**config.mk**
```make
export PLATFORM = sky130hd
export DESIGN_NAME = hazard_control_unit_flat
export DESIGN_NICKNAME = d
export VERILOG_FILES = /design/src/rtl/hazard_control_unit_if.sv /design/src/rtl/hazard_control_unit.sv /design/src/flat_wrapper.sv
export SDC_FILE = /design/constraint.sdc
export NUM_CORES = 1
export LEC_CHECK = 0
export CORE_MARGIN = 1.5
export CORE_UTILIZATION = 40
export CTS_CLUSTER_DIAMETER = 200
export DETAILED_ROUTE_END_ITERATION = 6
export GPL_ROUTABILITY_DRIVEN = 0
export PLACE_DENSITY = 0.75
export SLEW_MARGIN = 20
export SYNTH_ARGS = -nofsm -noshare
export SYNTH_HDL_FRONTEND = slang
export SYNTH_SLANG_ARGS = --single-unit
export TNS_END_PERCENT = 5
```
**constraint.sdc**
```tcl
create_clock -name clk -period 2.7 [get_ports clk]
set_clock_uncertainty 0.15 [all_clocks]
set_input_delay 0.27 -clock clk [delete_from_list [all_inputs] [get_ports clk]]
set_output_delay 0.27 -clock clk [all_outputs]
set_load 0.1 [all_outputs]
```
**src/rtl/hazard_control_unit_if.sv**
```systemverilog
// Pipeline-to-hazard-unit signal bundle: decode/execute/memory observations
// flowing in, stall/flush controls and performance counters flowing out.
interface hazard_control_unit_if #(
  parameter int REG_ADDR_WIDTH = 5,
  parameter int CNT_WIDTH      = 16
);
  logic [REG_ADDR_WIDTH-1:0] id_reg_a_addr;
  logic [REG_ADDR_WIDTH-1:0] id_reg_b_addr;
  logic                      id_reg_a_used;
  logic                      id_reg_b_used;
  logic                      ex_mem_rd_en;
  logic [REG_ADDR_WIDTH-1:0] ex_reg_wr_addr;
  logic                      ex_branch_taken;
  logic                      dmem_req;
  logic                      dmem_ready;
  logic                      cnt_clear;
  logic                      stall_pc;
  logic                      stall_if_id;
  logic                      stall_id_ex;
  logic                      stall_ex_mem;
  logic                      flush_if_id;
  logic                      flush_id_ex;
  logic [CNT_WIDTH-1:0]      stall_count;
  logic [CNT_WIDTH-1:0]      flush_count;

  // Pipeline side: reports hazards, consumes controls
  modport master (
    output id_reg_a_addr, id_reg_b_addr, id_reg_a_used, id_reg_b_used,
           ex_mem_rd_en, ex_reg_wr_addr, ex_branch_taken,
           dmem_req, dmem_ready, cnt_clear,
    input  stall_pc, stall_if_id, stall_id_ex, stall_ex_mem,
           flush_if_id, flush_id_ex, stall_count, flush_count
  );

  // Hazard unit side
  modport slave (
    input  id_reg_a_addr, id_reg_b_addr, id_reg_a_used, id_reg_b_used,
           ex_mem_rd_en, ex_reg_wr_addr, ex_branch_taken,
           dmem_req, dmem_ready, cnt_clear,
    output stall_pc, stall_if_id, stall_id_ex, stall_ex_mem,
           flush_if_id, flush_id_ex, stall_count, flush_count
  );
endinterface

```
**src/rtl/hazard_control_unit.sv**
```systemverilog
// Hazard and sequencing controller for the five-stage uDLX pipeline.
// Resolves data-memory freezes, taken-branch squashes and load-use bubbles
// with priority freeze > branch > squash > load_use, and keeps saturating
// stall/flush performance counters.
module hazard_control_unit #(
  parameter int REG_ADDR_WIDTH = 5,
  parameter int FETCH_LATENCY  = 1,
  parameter int CNT_WIDTH      = 16
) (
  input  logic                 clk,
  input  logic                 rst_n,
  hazard_control_unit_if.slave bus
);

  typedef enum logic [1:0] {RUN, SQUASH, MEM_WAIT} state_t;

  localparam logic [2:0]           SQ_RELOAD = 3'(FETCH_LATENCY);
  localparam logic [CNT_WIDTH-1:0] CNT_MAX   = '1;

  state_t               state_q, state_d;
  logic [2:0]           sq_left_q, sq_left_d;
  logic [CNT_WIDTH-1:0] stall_cnt_q, stall_cnt_d;
  logic [CNT_WIDTH-1:0] flush_cnt_q, flush_cnt_d;

  logic freeze, branch, squash, load_use, a_hit, b_hit;
  logic stall_pc_c, stall_if_id_c, stall_id_ex_c, stall_ex_mem_c;
  logic flush_if_id_c, flush_id_ex_c;

  // Hazard conditions observed this cycle
  always_comb begin
    freeze   = bus.dmem_req & ~bus.dmem_ready;
    branch   = bus.ex_branch_taken;
    squash   = (state_q == SQUASH);
    a_hit    = bus.id_reg_a_used && (bus.id_reg_a_addr == bus.ex_reg_wr_addr);
    b_hit    = bus.id_reg_b_used && (bus.id_reg_b_addr == bus.ex_reg_wr_addr);
    // r0 is hardwired zero, so a load targeting it never creates a dependency
    load_use = bus.ex_mem_rd_en && (bus.ex_reg_wr_addr != '0) && (a_hit || b_hit);
  end

  // Prioritised control decode; everything is forced quiet while in reset
  always_comb begin
    stall_pc_c     = 1'b0;
    stall_if_id_c  = 1'b0;
    stall_id_ex_c  = 1'b0;
    stall_ex_mem_c = 1'b0;
    flush_if_id_c  = 1'b0;
    flush_id_ex_c  = 1'b0;
    if (rst_n) begin
      if (freeze) begin
        stall_pc_c     = 1'b1;
        stall_if_id_c  = 1'b1;
        stall_id_ex_c  = 1'b1;
        stall_ex_mem_c = 1'b1;
      end else if (branch) begin
        flush_if_id_c  = 1'b1;
        flush_id_ex_c  = 1'b1;
      end else if (squash) begin
        flush_if_id_c  = 1'b1;
      end else if (load_use) begin
        stall_pc_c     = 1'b1;
        stall_if_id_c  = 1'b1;
        flush_id_ex_c  = 1'b1;
      end
    end
  end

  // Next-state logic for the squash / memory-wait sequencer
  always_comb begin
    state_d   = state_q;
    sq_left_d = sq_left_q;
    case (state_q)
      RUN: begin
        if (freeze) begin
          state_d = MEM_WAIT;
        end else if (branch && (SQ_RELOAD != 3'd0)) begin
          state_d   = SQUASH;
          sq_left_d = SQ_RELOAD;
        end
      end
      SQUASH: begin
        // A freeze parks the remaining squash count until memory completes
        if (freeze) begin
          state_d = MEM_WAIT;
        end else if (branch) begin
          sq_left_d = SQ_RELOAD;
        end else begin
          sq_left_d = sq_left_q - 3'd1;
          if (sq_left_q == 3'd1) state_d = RUN;
        end
      end
      MEM_WAIT: begin
        if (!freeze) begin
          if (branch) begin
            sq_left_d = SQ_RELOAD;
            state_d   = (SQ_RELOAD != 3'd0) ? SQUASH : RUN;
          end else begin
            state_d   = (sq_left_q != 3'd0) ? SQUASH : RUN;
          end
        end
      end
      default: begin
        state_d   = RUN;
        sq_left_d = 3'd0;
      end
    endcase
  end

  // Saturating performance counters; clear wins over increment
  always_comb begin
    stall_cnt_d = stall_cnt_q;
    flush_cnt_d = flush_cnt_q;
    if (bus.cnt_clear) begin
      stall_cnt_d = '0;
      flush_cnt_d = '0;
    end else begin
      if (stall_pc_c && (stall_cnt_q != CNT_MAX))
        stall_cnt_d = stall_cnt_q + 1'b1;
      if (branch && !freeze && (flush_cnt_q != CNT_MAX))
        flush_cnt_d = flush_cnt_q + 1'b1;
    end
  end

  // State and counter registers with synchronous active-low reset
  always_ff @(posedge clk) begin
    if (!rst_n) begin
      state_q     <= RUN;
      sq_left_q   <= 3'd0;
      stall_cnt_q <= '0;
      flush_cnt_q <= '0;
    end else begin
      state_q     <= state_d;
      sq_left_q   <= sq_left_d;
      stall_cnt_q <= stall_cnt_d;
      flush_cnt_q <= flush_cnt_d;
    end
  end

  assign bus.stall_pc     = stall_pc_c;
  assign bus.stall_if_id  = stall_if_id_c;
  assign bus.stall_id_ex  = stall_id_ex_c;
  assign bus.stall_ex_mem = stall_ex_mem_c;
  assign bus.flush_if_id  = flush_if_id_c;
  assign bus.flush_id_ex  = flush_id_ex_c;
  assign bus.stall_count  = stall_cnt_q;
  assign bus.flush_count  = flush_cnt_q;

endmodule

```
**src/flat_wrapper.sv**
```systemverilog
// flat-port wrapper written by rule: the top's interface ports become plain ports
module hazard_control_unit_flat 
#(
  parameter int REG_ADDR_WIDTH = 5,
  parameter int FETCH_LATENCY  = 1,
  parameter int CNT_WIDTH      = 16
)
  (clk, rst_n, bus_id_reg_a_addr, bus_id_reg_b_addr, bus_id_reg_a_used, bus_id_reg_b_used, bus_ex_mem_rd_en, bus_ex_reg_wr_addr, bus_ex_branch_taken, bus_dmem_req, bus_dmem_ready, bus_cnt_clear, bus_stall_pc, bus_stall_if_id, bus_stall_id_ex, bus_stall_ex_mem, bus_flush_if_id, bus_flush_id_ex, bus_stall_count, bus_flush_count);
  hazard_control_unit_if #(.REG_ADDR_WIDTH(REG_ADDR_WIDTH), .CNT_WIDTH(CNT_WIDTH)) bus_i ();
  input  logic clk;
  input  logic rst_n;
  input wire logic [$bits(bus_i.id_reg_a_addr)-1:0] bus_id_reg_a_addr;
  input wire logic [$bits(bus_i.id_reg_b_addr)-1:0] bus_id_reg_b_addr;
  input wire logic [$bits(bus_i.id_reg_a_used)-1:0] bus_id_reg_a_used;
  input wire logic [$bits(bus_i.id_reg_b_used)-1:0] bus_id_reg_b_used;
  input wire logic [$bits(bus_i.ex_mem_rd_en)-1:0] bus_ex_mem_rd_en;
  input wire logic [$bits(bus_i.ex_reg_wr_addr)-1:0] bus_ex_reg_wr_addr;
  input wire logic [$bits(bus_i.ex_branch_taken)-1:0] bus_ex_branch_taken;
  input wire logic [$bits(bus_i.dmem_req)-1:0] bus_dmem_req;
  input wire logic [$bits(bus_i.dmem_ready)-1:0] bus_dmem_ready;
  input wire logic [$bits(bus_i.cnt_clear)-1:0] bus_cnt_clear;
  output wire logic [$bits(bus_i.stall_pc)-1:0] bus_stall_pc;
  output wire logic [$bits(bus_i.stall_if_id)-1:0] bus_stall_if_id;
  output wire logic [$bits(bus_i.stall_id_ex)-1:0] bus_stall_id_ex;
  output wire logic [$bits(bus_i.stall_ex_mem)-1:0] bus_stall_ex_mem;
  output wire logic [$bits(bus_i.flush_if_id)-1:0] bus_flush_if_id;
  output wire logic [$bits(bus_i.flush_id_ex)-1:0] bus_flush_id_ex;
  output wire logic [$bits(bus_i.stall_count)-1:0] bus_stall_count;
  output wire logic [$bits(bus_i.flush_count)-1:0] bus_flush_count;
  assign bus_i.id_reg_a_addr = bus_id_reg_a_addr;
  assign bus_i.id_reg_b_addr = bus_id_reg_b_addr;
  assign bus_i.id_reg_a_used = bus_id_reg_a_used;
  assign bus_i.id_reg_b_used = bus_id_reg_b_used;
  assign bus_i.ex_mem_rd_en = bus_ex_mem_rd_en;
  assign bus_i.ex_reg_wr_addr = bus_ex_reg_wr_addr;
  assign bus_i.ex_branch_taken = bus_ex_branch_taken;
  assign bus_i.dmem_req = bus_dmem_req;
  assign bus_i.dmem_ready = bus_dmem_ready;
  assign bus_i.cnt_clear = bus_cnt_clear;
  assign bus_stall_pc = bus_i.stall_pc;
  assign bus_stall_if_id = bus_i.stall_if_id;
  assign bus_stall_id_ex = bus_i.stall_id_ex;
  assign bus_stall_ex_mem = bus_i.stall_ex_mem;
  assign bus_flush_if_id = bus_i.flush_if_id;
  assign bus_flush_id_ex = bus_i.flush_id_ex;
  assign bus_stall_count = bus_i.stall_count;
  assign bus_flush_count = bus_i.flush_count;
  hazard_control_unit #(.REG_ADDR_WIDTH(REG_ADDR_WIDTH), .FETCH_LATENCY(FETCH_LATENCY), .CNT_WIDTH(CNT_WIDTH)) u_core (.clk(clk), .rst_n(rst_n), .bus(bus_i));
endmodule
```
-- Word level (Yosys, flattened, before mapping)
Cells that the tools add are included.
- flip-flop bits (word level): 37
- bits in latches: 0
- bits in writable memories: 0
- bits in read-only memories: 0
- bits of input ports: 24
- output and inout port bits: 38
- logic and storage cells: 68
- memories kept: 0
- add/subtract/negate cells: 3
- multiply operators: 0
- divide/modulo/power cells: 0
- order comparisons: 0
- eq/ne operators: 14
- shifts and indexed selects: 0
- muxes and demuxes: 28
- bitwise logic cells: 3
- reduce and logical (&&, ||, !) cells: 16
- operators by type and width (operator ; count):
    $add A16 B1 Y16 const B ; 2
    $ne A16 B16 Y1 const B ; 2
    $mux W1 ; 15
    $mux W2 ; 7
    $mux W3 ; 4
    $eq A5 B5 Y1 ; 2
    $ne A3 B2 Y1 const B ; 3
    $logic_and A1 B1 Y1 ; 7
    $ne A2 B2 Y1 const B ; 3
    $pmux W2 S3 ; 1
    $pmux W3 S2 ; 1
    $reduce_bool A5 Y1 ; 1
    $reduce_and A4 Y1 ; 1
    $reduce_or A2 Y1 ; 2
    $eq A3 B1 Y1 const B ; 1
    $reduce_and A3 Y1 ; 1
    $reduce_bool A3 Y1 ; 1
    $sub A3 B1 Y3 const B ; 1
    $eq A2 B1 Y1 const B ; 1
    $eq A2 B2 Y1 const B ; 1
    $logic_not A2 Y1 ; 1
    $ne A2 B1 Y1 const B ; 1
    $not A1 Y1 ; 2
    $and A1 B1 Y1 ; 1
    2 further kinds ; 2

-- Longest topological paths before layout
- word-level depth: 10
- mapped depth: 8

-- Worst setup path before layout
OpenSTA, ideal clock, no wires.
- kind: input-to-output
- from: input bus_dmem_ready
- to: output bus_stall_pc
- arrival: 2576 ps
- path slack: -296 ps
- stages on the path: 5
- buffers on the path: 1
- cells stage by stage: nand2b_1 or2_2 inv_1 a21o_1 buf_4
- word-level cells in the longest chain between the ends: 4
- ends and longest elaborated chain (item ; RTL line ; text):
    start: declaration ; flat_wrapper.sv:20 ; input wire logic [$bits(bus_i.dmem_ready)-1:0] bus_dmem_ready;
    $not A1 Y1 ; hazard_control_unit.sv:31 ; freeze = bus.dmem_req & ~bus.dmem_ready;
    $and A1 B1 Y1 ; hazard_control_unit.sv:31 ;
    $mux W1 (2 in a row) ; n/a ;
    end: declaration ; flat_wrapper.sv:22 ; output wire logic [$bits(bus_i.stall_pc)-1:0] bus_stall_pc;
No other way between the ends.

-- Worst setup path in the final report
- from: input bus_ex_reg_wr_addr[1]
- to: output bus_stall_if_id
- word-level cells in the longest chain between the ends: 9
- ends and longest elaborated chain (item ; RTL line ; text):
    start: declaration ; flat_wrapper.sv:17 ; input wire logic [$bits(bus_i.ex_reg_wr_addr)-1:0] bus_ex_reg_wr_addr;
    $eq A5 B5 Y1 (on tied branches) ; hazard_control_unit.sv:34, hazard_control_unit.sv:35 ;
    $logic_and A1 B1 Y1 (on tied branches) ; hazard_control_unit.sv:34, hazard_control_unit.sv:35 ;
    $logic_or A1 B1 Y1 ; hazard_control_unit.sv:37 ; load_use = bus.ex_mem_rd_en && (bus.ex_reg_wr_addr != '0) && (a_hit || b_hit);
    $logic_and A1 B1 Y1 (*) ; hazard_control_unit.sv:37 ;
    $mux W1 (*) ; hazard_control_unit.sv:59 ; end else if (load_use) begin
    $mux W1 (*) ; hazard_control_unit.sv:57 ; end else if (squash) begin
    $mux W1 (*) ; hazard_control_unit.sv:54 ; end else if (branch) begin
    $mux W1 (*) ; hazard_control_unit.sv:49 ; if (freeze) begin
    $mux W1 (*) ; hazard_control_unit.sv:48 ; if (rst_n) begin
    end: declaration ; flat_wrapper.sv:23 ; output wire logic [$bits(bus_i.stall_if_id)-1:0] bus_stall_if_id;
Every way passes the cells marked *; elsewhere a longest branch is shown, timed or not.

==> impl_metrics.json <==
{
  "outcome": "finished clean",
  "pwr_density_cell_nw_per_um2": 401,
  "grt_overflow_total": 0,
  "core_area_um2": 5070,
  "postRouteAntennaNets": 0,
  "slew_violations": 0,
  "post-layout-total-power_w": 0.00113,
  "start_util": 0.411,
  "synth_cell_types": 50,
  "slowest_delay_ns": 0.56,
  "first_global_vias": 1779,
  "n_antenna_cell": 0,
  "port_buffers": 61,
  "grt_antenna_before_repair": 0,
  "netlist_area_um2": 2080,
  "synth-seq-area-share": 0.356,
  "tritoncts": "yes",
  "finalWorstPathRequiredPeriod_ns": 2.44,
  "worst_path_buf_inv": 2,
  "worst_path_max_delay_cell": "sky130_fd_sc_hd__or4_4",
  "relSlewSlack": 0.623,
  "worst-endpoint-arrival_ns": 2.02,
  "timing.critical_path.from_type": "input pin",
  "asyncSetResetFlopFracSynth": 0,
  "wl_per_cell_um": 12.9,
  "vdd.ir_drop.worst_mv": 0.262,
  "dp.final_hpwl_mm": 3.78,
  "tightestPinTransition_ns": 0.563,
  "cts-htree-levels": 2,
  "synth_most_common_cell": "sky130_fd_sc_hd__dfxtp_1",
  "via_per_inst": 5.23,
  "worst_hold_slack_ns": 0.328,
  "grt_usage": 0.186,
  "later_pin_clock_latency_in_the_skew_report_ns": 0.29,
  "critical_path.top_delay_family": "buffers and inverters",
  "hold_viol_final": 0,
  "vias": 1981,
  "area_enclosed_by_the_die_boundary_um2": 5650,
  "yosys-top-cells-count": "sky130_fd_sc_hd__dfxtp_1 (37), sky130_fd_sc_hd__nor2_1 (24), sky130_fd_sc_hd__nand2_1 (23), sky130_fd_sc_hd__a21oi_1 (18), sky130_fd_sc_hd__xnor2_1 (18)",
  "postSynthCellCount": 243,
  "standby_leakage_power_nw": 1.04,
  "floorplan_row_count": 26,
  "clock-root-buffer": "sky130_fd_sc_hd__clkbuf_8",
  "ys_warn_count": 0,
  "cts_clk_pin_slew_worst_paths_ns": 0.07,
  "holdBufCountCts": 0,
  "syn-num-nets": 272,
  "dr.first_iter.drc_count": 93,
  "io-pin-count": 62,
  "yosys-top-cells-area": "sky130_fd_sc_hd__dfxtp_1 (36%), sky130_fd_sc_hd__xnor2_1 (7.6%), sky130_fd_sc_hd__a21oi_1 (4.3%), sky130_fd_sc_hd__nor2_1 (4.3%), sky130_fd_sc_hd__nand2_1 (4.1%)",
  "number_of_flops_mapped_to_enable_cells_by_yosys": 0,
  "clock_net_sink_count": 37,
  "setup.reg_to_reg.worst_slack_ns": 0.48,
  "area.sequential_um2": 743,
  "synth.top_cell.area_share": 0.356,
  "area_growth_syn_to_layout_pct": 35.4,
  "die_width_um": 75.2,
  "tritoncts.num_buffers": 5,
  "post_cts_buffers": 0,
  "final.period_utilization": 0.904,
  "rsz0062_at_grt": "false",
  "post_dp_cell_area_um2": 2740,
  "post_cts_resized": 0,
  "max_freq_mhz": 410,
  "critical_path.cell_chain": "clkdlybuf4s50_1 -> or4_4 -> o21ai_2 -> nor2_1 -> a21o_2 -> buf_12",
  "drtPass1Iterations": 4,
  "routed_wl_mm": 4.89,
  "path_class": "in2out",
  "multi_input_area_um2": 1240,
  "die_height_um": 75.2,
  "fillers": 486,
  "postSynthAreaPerCell_um2": 8.57,
  "remaining_drc_errors": 0,
  "synth_top_area_cell": "sky130_fd_sc_hd__dfxtp_1",
  "synth_seq_cells": 37,
  "final_net_count": 337,
  "maxCapViolCount": 0,
  "final_design_area_no_fill_um2": 2820,
  "grt_max_degree": 29,
  "finalSetupViolations": 0,
  "crit_path_max_fanout": 4,
  "worstSetupEndpointType": "output port",
  "timing.hold.worst.class": "reg2reg",
  "synthFlopType": "sky130_fd_sc_hd__dfxtp_1",
  "drive_gt1_frac": 0.217,
  "grt_pass1_wl_mm": 8.16,
  "cp_data_required_time_ns": 2.28,
  "ctsLongestPathBuffers": 2
}
## logic make-up (layout without fill, tap and decap cells)
| logic type | after synthesis | in the layout | share of synthesized area |
|---|---|---|---|
| and+or+nand+nor | 112 | 112 | 0.296 |
| adders and majority gates | 5 | 5 | 0.0300 |
| AOI/OAI and AO/OA | 50 | 50 | 0.163 |
| xor gates and xnor gates | 23 | 23 | 0.0967 |
| buffers and inverters | 14 | 80 | 0.0492 |
| DFF | 37 | 37 | 0.356 |
| muxes | 2 | 2 | 0.00961 |
## per-layer routing
metal	up-vias	track usage	wire length [µm]
met1	907	0.250	2310
met3	9	0.0442	219
li1	1017	-	-
met5	-	0	0
met4	0	0.0556	68
met2	48	0.298	2290
## tightest hold or removal path, stage by stage (launching register included)
cell and delay, ns:
sky130_fd_sc_hd__dfxtp_1 0.33, sky130_fd_sc_hd__nand3_1 0.07, sky130_fd_sc_hd__nand2_1 0.04
## power by group
| group | internal, W | leakage, nW | switching, W |
|---|---|---|---|
| registers | 0.000553 | 0.300 | 0.00000877 |
| logic | 0.0000878 | 0.691 | 0.000108 |
| clock network | 0.000179 | 0.0450 | 0.000195 |
## layout by cell type, fill, tap and decap left out, types with 3 or more instances in the layout
cell / instances
sky130_fd_sc_hd__buf_12: 7
sky130_fd_sc_hd__ha_1: 5
sky130_fd_sc_hd__nor2_1: 24
sky130_fd_sc_hd__clkbuf_8: 5
sky130_fd_sc_hd__nand2_1: 23
sky130_fd_sc_hd__clkdlybuf4s50_1: 23
sky130_fd_sc_hd__nand4_1: 4
sky130_fd_sc_hd__o211ai_1: 3
sky130_fd_sc_hd__or4_1: 8
sky130_fd_sc_hd__xnor2_1: 18
sky130_fd_sc_hd__o31ai_1: 5
sky130_fd_sc_hd__nand2b_1: 3
sky130_fd_sc_hd__dfxtp_1: 35
sky130_fd_sc_hd__and4_1: 4
sky130_fd_sc_hd__and3_1: 3
sky130_fd_sc_hd__or3_1: 7
sky130_fd_sc_hd__o21ai_0: 5
sky130_fd_sc_hd__and2_1: 4
sky130_fd_sc_hd__inv_1: 5
sky130_fd_sc_hd__nor3_1: 6
sky130_fd_sc_hd__nand3_1: 13
sky130_fd_sc_hd__a21oi_1: 18
sky130_fd_sc_hd__o21ai_1: 3
sky130_fd_sc_hd__xor2_1: 5
sky130_fd_sc_hd__buf_4: 36
## registers in the layout, indices dropped and copies added (netlist names)
register                count
u_core.bus.stall_count     16
u_core.sq_left_q            3
u_core.state_q              2
u_core.bus.flush_count     16
## final cells by class
| type | instances | area share |
|---|---|---|
| clock inverters | 2 | 0.00355 |
| multi-input cells | 192 | 0.440 |
| flip-flops and latches | 37 | 0.263 |
| well taps | 70 | 0.0310 |
| clock buffers | 6 | 0.0257 |
| repair buffers | 66 | 0.227 |
| inverters | 6 | 0.00931 |
## stage by stage
step | utilization | setup TNS (ns) | cells | worst slack, ns
6_report | 0.556 | 0 | 379 | 0.259
3_3_place_gp | 0.540 | 0 | 371 | 0.245
3_5_place_dp | 0.540 | 0 | 371 | 0.169
4_1_cts | 0.556 | 0 | 379 | 0.276
5_1_grt | 0.556 | 0 | 379 | 0.187
2_1_floorplan | - | -0.0345 | 243 | -0.0148
## path summary, 6_finish.rpt
path                                      startpoint                                      end  cells after the start
min          u_core.bus.flush_count[15]$_SDFFE_PP0P_  u_core.bus.flush_count[15]$_SDFFE_PP0P_                      2
max                            bus_ex_reg_wr_addr[1]                          bus_stall_if_id                      6
min reg2reg  u_core.bus.flush_count[15]$_SDFFE_PP0P_  u_core.bus.flush_count[15]$_SDFFE_PP0P_                      2
max reg2reg   u_core.bus.stall_count[0]$_SDFFE_PP0P_   u_core.bus.stall_count[9]$_SDFFE_PP0P_                      7
Note: power is estimated with default switching activity, not from simulation.
